## config.mk

```make
export PLATFORM = sky130hd
export DESIGN_NAME = fetch_realign_unit
export DESIGN_NICKNAME = d
export VERILOG_FILES = /design/src/rtl/fetch_realign_unit.sv
export SDC_FILE = /design/constraint.sdc
export NUM_CORES = 1
export LEC_CHECK = 0
export CAP_MARGIN = 40
export CORE_AREA = 2 2 131 133
export CTS_CLUSTER_DIAMETER = 30
export DETAILED_ROUTE_END_ITERATION = 10
export DIE_AREA = 0 0 133 135
export PLACE_DENSITY_LB_ADDON = 0.1
export SLEW_MARGIN = 20
export SYNTH_ARGS = -nofsm -noshare
export SYNTH_HDL_FRONTEND = slang
export SYNTH_SLANG_ARGS = --single-unit
```

## constraint.sdc

```tcl
create_clock -name i_clk -period 3.5 [get_ports i_clk]
set_input_delay 0.525 -clock i_clk [delete_from_list [all_inputs] [get_ports i_clk]]
set_output_delay 0.525 -clock i_clk [all_outputs]
set_load 0.01 [all_outputs]
```

## src/rtl/fetch_realign_unit.sv

```systemverilog
// Fetch realignment: turns 32-bit word-aligned fetch responses into a stream
// of 16-bit-aligned instruction candidates (RVC halves or full 32-bit words),
// stitching 32-bit instructions that straddle a word boundary.
//
// state    | meaning
// ---------+-------------------------------------------------------------
// ST_EMPTY | no buffered word; waiting for a fetch response
// ST_LO    | buffered word, next candidate starts at its lower halfword
// ST_HI    | buffered word, next candidate starts at its upper halfword
//          | (a non-RVC upper half is stitched with the next fetch word)
module fetch_realign_unit #(
  parameter int unsigned XLEN = 64
) (
  input  logic            i_clk,
  input  logic            i_rst_n,
  input  logic            i_flush,
  input  logic [XLEN-1:0] i_flush_pc,
  input  logic            i_fetch_valid,
  output logic            o_fetch_ready,
  input  logic [31:0]     i_fetch_data,
  input  logic [XLEN-1:0] i_fetch_addr,
  output logic            o_instr_valid,
  input  logic            i_instr_ready,
  output logic [31:0]     o_instr,
  output logic [XLEN-1:0] o_instr_pc
);

  typedef enum logic [1:0] {
    ST_EMPTY = 2'd0,
    ST_LO    = 2'd1,
    ST_HI    = 2'd2
  } state_e;

  state_e          state_q, state_d;
  logic [31:0]     w_q, w_d;
  logic [XLEN-1:0] w_pc_q, w_pc_d;
  logic            skip_q, skip_d;

  logic            lo_cmp;
  logic            hi_cmp;
  logic [XLEN-1:0] pc_hi;

  // Only bit 1 of the redirect PC matters: word alignment is implied.
  logic unused_flush_pc;
  assign unused_flush_pc = ^{i_flush_pc[XLEN-1:2], i_flush_pc[0]};

  // A halfword whose two low bits are not 2'b11 is a complete RVC instruction.
  assign lo_cmp = (w_q[1:0] != 2'b11);
  assign hi_cmp = (w_q[17:16] != 2'b11);
  assign pc_hi  = w_pc_q + XLEN'(2);

  // State, buffered word and its PC; skip_q remembers a halfword-aligned redirect.
  always_ff @(posedge i_clk or negedge i_rst_n) begin
    if (!i_rst_n) begin
      state_q <= ST_EMPTY;
      w_q     <= '0;
      w_pc_q  <= '0;
      skip_q  <= 1'b0;
    end else begin
      state_q <= state_d;
      w_q     <= w_d;
      w_pc_q  <= w_pc_d;
      skip_q  <= skip_d;
    end
  end

  // Next-state and candidate selection; outputs stay zero unless a candidate is valid.
  always_comb begin
    state_d       = state_q;
    w_d           = w_q;
    w_pc_d        = w_pc_q;
    skip_d        = skip_q;
    o_instr_valid = 1'b0;
    o_instr       = '0;
    o_instr_pc    = '0;
    o_fetch_ready = 1'b0;

    if (i_flush) begin
      // Redirect beats everything: buffered and half-stitched data is dropped.
      state_d = ST_EMPTY;
      skip_d  = i_flush_pc[1];
    end else begin
      unique case (state_q)
        ST_EMPTY: begin
          o_fetch_ready = 1'b1;
          if (i_fetch_valid) begin
            w_d     = i_fetch_data;
            w_pc_d  = i_fetch_addr;
            state_d = skip_q ? ST_HI : ST_LO;
            skip_d  = 1'b0;
          end
        end

        ST_LO: begin
          o_instr_valid = 1'b1;
          o_instr_pc    = w_pc_q;
          if (lo_cmp) begin
            // Upper half still pending, so the word cannot be replaced yet.
            o_instr = {16'h0000, w_q[15:0]};
            if (i_instr_ready) begin
              state_d = ST_HI;
            end
          end else begin
            o_instr       = w_q;
            o_fetch_ready = i_instr_ready;
            if (i_instr_ready) begin
              if (i_fetch_valid) begin
                w_d     = i_fetch_data;
                w_pc_d  = i_fetch_addr;
                state_d = ST_LO;
              end else begin
                state_d = ST_EMPTY;
              end
            end
          end
        end

        ST_HI: begin
          o_fetch_ready = i_instr_ready;
          if (hi_cmp) begin
            o_instr_valid = 1'b1;
            o_instr       = {16'h0000, w_q[31:16]};
            o_instr_pc    = pc_hi;
            if (i_instr_ready) begin
              if (i_fetch_valid) begin
                w_d     = i_fetch_data;
                w_pc_d  = i_fetch_addr;
                state_d = ST_LO;
              end else begin
                state_d = ST_EMPTY;
              end
            end
          end else begin
            // Straddle: the upper half of the 32-bit instruction comes straight
            // from the fetch port, so validity follows the fetch response.
            o_instr_valid = i_fetch_valid;
            if (i_fetch_valid) begin
              o_instr    = {i_fetch_data[15:0], w_q[31:16]};
              o_instr_pc = pc_hi;
              if (i_instr_ready) begin
                w_d     = i_fetch_data;
                w_pc_d  = i_fetch_addr;
                state_d = ST_HI;
              end
            end
          end
        end

        default: begin
          state_d = ST_EMPTY;
        end
      endcase
    end
  end

endmodule

```

==> reports/metrics.json, run 1 <==
{
  "run_status": {
    "status": "finished, final reports clean"
  },
  "global_route": {
    "gr-total-overflow": 0,
    "pin_count_of_the_biggest_net_entering_global_routing": 87,
    "first_global_vias": 8110,
    "groute.usage.overall": 0.305,
    "number_of_antenna_violations_at_the_first_check_in_global_routing": 1,
    "grt_pass1_wl_um": 43600
  },
  "die": {
    "floorplan.io_pins": 263,
    "floorplan.initialDensity": 0.462,
    "chipWidth_um": 133,
    "chipHeight_um": 135,
    "design.die.area_sq_um": 18000,
    "rows": 47,
    "placeableCoreArea_sq_um": 16400
  },
  "finish": {
    "num-fill-cells": 1415,
    "final_design_area_no_fill_sq_um": 10800,
    "layout-drive-gt1-share": 0.148,
    "antenna-diode-count": 0,
    "area_delta_synth_final_pct": 42.0,
    "numnets_final": 1312,
    "layout.core_utilization": 0.657
  },
  "clock_tree": {
    "cts-buffers-inserted": 9,
    "cts_hold_repair.buffers": 0,
    "cts_root_buffer": "clkbuf_16",
    "cts.path.max_buffers": 2,
    "cts_tree": "yes",
    "worst_setup_hold_path_clk_slew_ns": 0.07,
    "clk-insertion-delay-late_ns": 0.36,
    "cts.sink_count": 99,
    "htreeDepth": 3
  },
  "worst_setup_path": {
    "cp_cell_sequence": "nand3_2 > nor4_1 > buf_4 > nand4_1 > or4_1 > nand3_1 > clkdlybuf4s50_1",
    "kind_of_start_point_of_the_critical_path": "flip-flop",
    "timing.critical_path.depth": 7,
    "worstSetupEndpointType": "output pin",
    "crit_slowest_cell": "clkdlybuf4s50_1",
    "cp.buffers_inverters": 2,
    "path_delay_family": "simple AND/OR/NAND/NOR gates",
    "critical_path_rt_ns": 2.97,
    "worstRegToRegCells": 9,
    "setup.worst_path.start": "w_pc_q[28]",
    "critical_path.reg2reg.startpoint": "state_q[0]",
    "critPathKind": "flip-flop to output pin",
    "crit_path_max_incr_delay_ns": 0.55,
    "worst-endpoint-arrival_ns": 2.90,
    "path_max_fanout": 4
  },
  "synthesis": {
    "syn_inst": 929,
    "ys_dominant_reg_cell": "dfrtp_1",
    "synth_seq_cells": 99,
    "netlist.area_leader.share": 0.327,
    "ys_seq_area_frac": 0.327,
    "yosys.cell_types.count": 63,
    "synth_nets": 1099,
    "synth_edf_count": 0,
    "synthesis.yosys.warnings": 0,
    "synth_area_sq_um": 7590,
    "synthDominantAreaCellType": "dfrtp_1",
    "ys_async_sr_fraction": 1.00,
    "synthesized_area_divided_by_synthesized_cell_count_sq_um": 8.17,
    "synth.top_cells.by_area": "dfrtp_1, a22o_1, a21o_1"
  },
  "timing": {
    "finalClockSkew_ns": 0.00799,
    "final-max-slew-violation-count": 0,
    "fmax_mhz": 292,
    "timing_worst_slew_pin_value_ns": 0.809,
    "slew-limit-headroom": 0.461,
    "final-setup-viol-count": 0,
    "rsz0062_at_grt": "yes",
    "hold_viol": 0,
    "final_min_period_over_clock_period": 0.979,
    "worst_slack_on_hold_paths_ns": 0.114,
    "layout_min_cycle_time_ns": 3.43
  },
  "placed_design": {
    "port_buffers": 199,
    "gpl.final_weighted_congestion": 0.962,
    "dp_hpwl_um": 19300,
    "placedInstanceArea_sq_um": 10100
  },
  "flow_run": {
    "cap_violations": 0
  },
  "hold_path": {
    "hp-class": "input pin to async pin"
  },
  "power": {
    "pwr_density_cell_nw_per_um2": 611,
    "static-leakage-power_uw": 0.00440,
    "design_power_total_uw": 6580,
    "vdd_drop_max_mv": 0.332
  },
  "drt": {
    "final_antenna_net_count": 0,
    "drc": 0,
    "post_drt_wl_per_cell_um": 20.5,
    "vias": 8765,
    "detail_route.wirelength_um": 28000,
    "route.detailed.vias_per_inst": 6.41,
    "drt-pass1-iter-count": 6,
    "detail_route.iter0.violations": 1110
  }
}
[timing repair]
item | 4_1_cts | 5_1_grt
setup buffers | 4 | 19
gates resized for setup | 16 | 46
pin swaps | 1 | 8
setup endpoints to repair | 23 | 42
[metrics by stage]
step	TNS [ns]	std cells	worst slack [ns]
after CTS	0	1348	0.00314
after global routing	-0.100	1367	-0.0468
after global placement	0	1327	0.162
after floorplan	0	929	0.649
final	0	1367	0.0742
after detailed placement	0	1328	0.120
[report_power, final]
group	internal, uW	total [uW]	leakage [uW]	switching [uW]
logic	1430	2860	0.00300	1430
registers	1720	2580	0.00124	862
clock network	640	1140	0.000163	504
[metal layers]
metal / global-route usage / part of all wire / vias up
met5: 0 / 0.00025 / -
met4: 0.119 / 0.029 / 2
met3: 0.0593 / 0.079 / 62
met2: 0.477 / 0.46 / 430
met1: 0.418 / 0.43 / 4257
li1: - / - / 4014
[registers in the layout, indices dropped and copies added (netlist names)]
| signal | flops |
|---|---|
| skip_q | 1 |
| w_q | 32 |
| w_pc_q | 64 |
| state_q | 2 |
[synthesized netlist by cell type (all sizes together) (4+ instances only)]
cell     count
ha           5
nor3        11
buf         30
nor2        82
a22oi       30
and3        12
clkbuf      58
nand3       41
a21o        82
o2bb2ai      7
inv         20
nand2       63
a22o        80
nand2b       4
o211ai      10
o21ba        4
mux2i       11
dfrtp       99
o21ai       41
a31oi       23
o22ai        8
or3          8
or4         13
nor4        21
a311oi       6
a41oi       12
nand4       43
and2        10
a21oi       52
o31a         4
[area by class of cell]
class	count	area [sq um]	share of cell area
multi-input combinational	722	4840	0.449
timing repair buffer	290	2740	0.254
sequential	99	2500	0.232
tap	220	275	0.0255
clock buffer	9	225	0.0209
clock inverter	7	111	0.0103
inverter	20	75.1	0.00697
[final timing paths]
check / endpoint / slack [ns]
setup / recovery: o_instr_pc[61] / 0.07
hold / removal: w_pc_q[35] / 0.11
min in group i_clk: w_pc_q[0] / 0.50
hold reg to reg: w_pc_q[0] / 0.50
max in group asynchronous: w_q[20] / 2.59
setup reg to reg: w_pc_q[17] / 0.39
[layout by cell type, fill, tap and decap left out, types with 4 or more instances in the layout]
master	instances
a21oi_1	52
buf_4	86
mux2i_1	11
dfrtp_1	77
a311oi_1	4
a21o_1	82
or4_1	12
nor3_1	8
nand4_1	40
clkdlybuf4s50_1	190
o2bb2ai_1	7
and3_1	10
dfrtp_2	22
nor2_1	79
a22o_1	80
inv_1	18
nand3_1	36
o211ai_1	10
o31a_1	4
a31oi_1	23
clkbuf_16	9
a22oi_1	30
or3_1	8
nand2_1	62
nor4_1	16
o21ai_0	39
a41oi_1	12
o22ai_1	8
nor4_4	4
and2_1	8
o21ba_2	4
dlymetal6s2s_1	6
[kinds of logic (layout without fill, tap and decap cells)]
logic type / count (synthesis) / after routing / synth area share
buf+inv: 108 / 326 / 0.0585
flops: 99 / 99 / 0.327
mux: 11 / 11 / 0.0145
fa+ha+maj: 5 / 5 / 0.00825
simple gates: 323 / 323 / 0.225
compound gates: 383 / 383 / 0.368
No activity file was read; power rests on OpenSTA's default activity.
==> inputs of run 2 (changes only) <==
--- a/config.mk
+++ b/config.mk
@@ -15,3 +15,4 @@
 export SYNTH_ARGS = -nofsm -noshare
 export SYNTH_HDL_FRONTEND = slang
 export SYNTH_SLANG_ARGS = --single-unit
+export TNS_END_PERCENT = 20
==> reports/metrics.json, run 2 (same netlist as run 1, synthesis figures left out) <==
{
  "worst_setup_path": {
    "worstSetupEndpointType": "output pin",
    "critPathKind": "flip-flop to output pin",
    "reg2reg_to": "w_pc_q[17]",
    "critical_path.reg2reg.startpoint": "state_q[0]",
    "path_max_fanout": 6,
    "kind_of_start_point_of_the_critical_path": "flip-flop",
    "setup.worst_path.start": "w_pc_q[23]",
    "endpoint": "o_instr_pc[62]",
    "worstRegToRegCells": 9,
    "worst-r2r-setup-slack_ns": 0.31,
    "crit_path_max_incr_delay_ns": 0.54,
    "crit_slowest_cell": "clkdlybuf4s50_1",
    "cp_cell_sequence": "nand4_1 > nor3_1 > nand4_1 > or4_1 > nand3_1 > clkdlybuf4s50_1",
    "crit_top_cell": "nand4_1",
    "critical_path_rt_ns": 2.97,
    "worst-endpoint-arrival_ns": 2.98
  },
  "timing": {
    "final_min_period_over_clock_period": 1.00,
    "final-max-slew-violation-count": 0,
    "timing_worst_slew_pin_value_ns": 0.827,
    "slew-limit-headroom": 0.448,
    "rsz0062_at_grt": "yes",
    "layout_min_cycle_time_ns": 3.51,
    "final-setup-viol-count": 1,
    "finalClockSkew_ns": 0.00800,
    "finalWorstSetupSlack_ns": -0.00983,
    "hold_viol": 0,
    "fmax_mhz": 285
  },
  "power": {
    "power.share.sequential": 0.394,
    "netSwitchingFraction": 0.424,
    "combPwrFrac": 0.431,
    "internal_power_uw": 3750,
    "vdd_drop_max_mv": 0.328,
    "p_switching_uw": 2760,
    "pwr_density_cell_nw_per_um2": 610,
    "pwr-share-clk": 0.176,
    "static-leakage-power_uw": 0.00436
  },
  "die": {
    "design.die.area_sq_um": 18000,
    "floorplan.initialDensity": 0.462,
    "chipWidth_um": 133,
    "rows": 47,
    "chipHeight_um": 135,
    "placeableCoreArea_sq_um": 16400,
    "floorplan.io_pins": 263
  },
  "drt": {
    "detail_route.wirelength_um": 27800,
    "detail_route.iter0.violations": 1077,
    "drt-pass1-iter-count": 5,
    "drc": 0,
    "vias": 8679,
    "post_drt_wl_per_cell_um": 20.5,
    "route.detailed.vias_per_inst": 6.39,
    "final_antenna_net_count": 0
  },
  "finish": {
    "most_common_cell_after_layout_fill_and_taps_aside": "clkdlybuf4s50_1",
    "top_register": "w_pc_q",
    "multi_input_gate_area_sq_um": 4830,
    "number_of_flip_flops_under_the_largest_register_name": 64,
    "area_taken_by_flip_flops_and_latches_sq_um": 2500,
    "numnets_final": 1303,
    "num-fill-cells": 1422,
    "most-common-layout-cells": "clkdlybuf4s50_1, a21o_1, a22o_1, dfrtp_1, nor2_1",
    "area_delta_synth_final_pct": 40.9,
    "biggestRegsByFlops": "w_pc_q x64, w_q x32, state_q x2",
    "layout_cells_excl_fill": 1358,
    "layout-drive-gt1-share": 0.138,
    "antenna-diode-count": 0
  },
  "clock_tree": {
    "cts.sink_count": 99,
    "clk-insertion-delay-late_ns": 0.36,
    "cts_root_buffer": "clkbuf_16",
    "cts_hold_repair.buffers": 0,
    "cts-buffers-inserted": 9,
    "worst_setup_hold_path_clk_slew_ns": 0.07,
    "cts_tree": "yes",
    "htreeDepth": 3,
    "cts.path.max_buffers": 2
  },
  "run_status": {
    "status": "complete, but fails checks",
    "violations": "negative setup slack"
  },
  "global_route": {
    "gr-total-overflow": 0,
    "grt_pass1_wl_um": 43600,
    "number_of_antenna_violations_at_the_first_check_in_global_routing": 1,
    "pin_count_of_the_biggest_net_entering_global_routing": 87,
    "groute.usage.overall": 0.305,
    "first_global_vias": 8110
  },
  "flow_run": {
    "cap_violations": 0
  },
  "placed_design": {
    "dp_hpwl_um": 19300,
    "place.detailed.instances": 1328,
    "gpl.final_weighted_congestion": 0.962,
    "port_buffers": 199,
    "place_ws_ns": 0.120
  },
  "hold_path": {
    "hp-class": "input pin to async pin"
  }
}
## run 2: worst max-delay path: cells and delay by family, from the launching register on
| family | cells | cell delay, ns |
|---|---|---|
| simple gates | 5 | 1.63 |
| buf+inv | 1 | 0.54 |
| flops | 1 | 0.45 |
## run 2: area by class of cell
class	count	share of cell area
clock buffers	9	0.0211
clock inverters	7	0.0104
inverters	20	0.00702
multi-input cells	722	0.452
flip-flops and latches	99	0.234
well taps	220	0.0258
repair buffers	281	0.250
## run 2: metrics by stage
step	utilization	hold WS [ns]	TNS, ns	area [sq um]	power (uW)
floorplan	-	0.229	0	7590	4020
global placement	0.612	0.475	0	10000	5150
detailed placement	0.613	0.482	0	10100	5210
CTS	0.638	0.122	-0.00779	10500	6410
global route	0.651	0.148	-0.546	10700	6910
finish	0.651	0.114	-0.00983	10700	6520
## run 2: worst min-delay path by stage
stage                    from         end  slack (ns)  cells past startpoint
finish                i_rst_n  w_pc_q[35]        0.11                      1
global route          i_rst_n  w_pc_q[34]        0.15                      1
CTS                   i_rst_n  w_pc_q[35]        0.12                      1
detailed placement    w_q[14]     w_q[14]        0.48                      1
global placement    w_pc_q[0]   w_pc_q[0]        0.48                      1
floorplan             i_rst_n      skip_q        0.23                      0
## run 2: power by group through the flow
stage	sequential, uW	combinational, uW	clock (uW)
after floorplan	2160	1870	0
after global placement	2470	2680	0
after detailed placement	2470	2750	0
after CTS	2490	2760	1160
after global routing	2640	3070	1200
final	2570	2810	1140
## run 2: routing by layer
metal,GRT usage,wire [um]
met1,0.418,12100
met2,0.477,12700
met3,0.0593,2240
met4,0.119,740
met5,0,7
## run 2: what timing repair did
action                                  in CTS  in global routing
endpoints found under the setup margin      23                 42
resized for setup                           15                 40
buffers inserted                             4                 10
pin swaps                                    1                  6
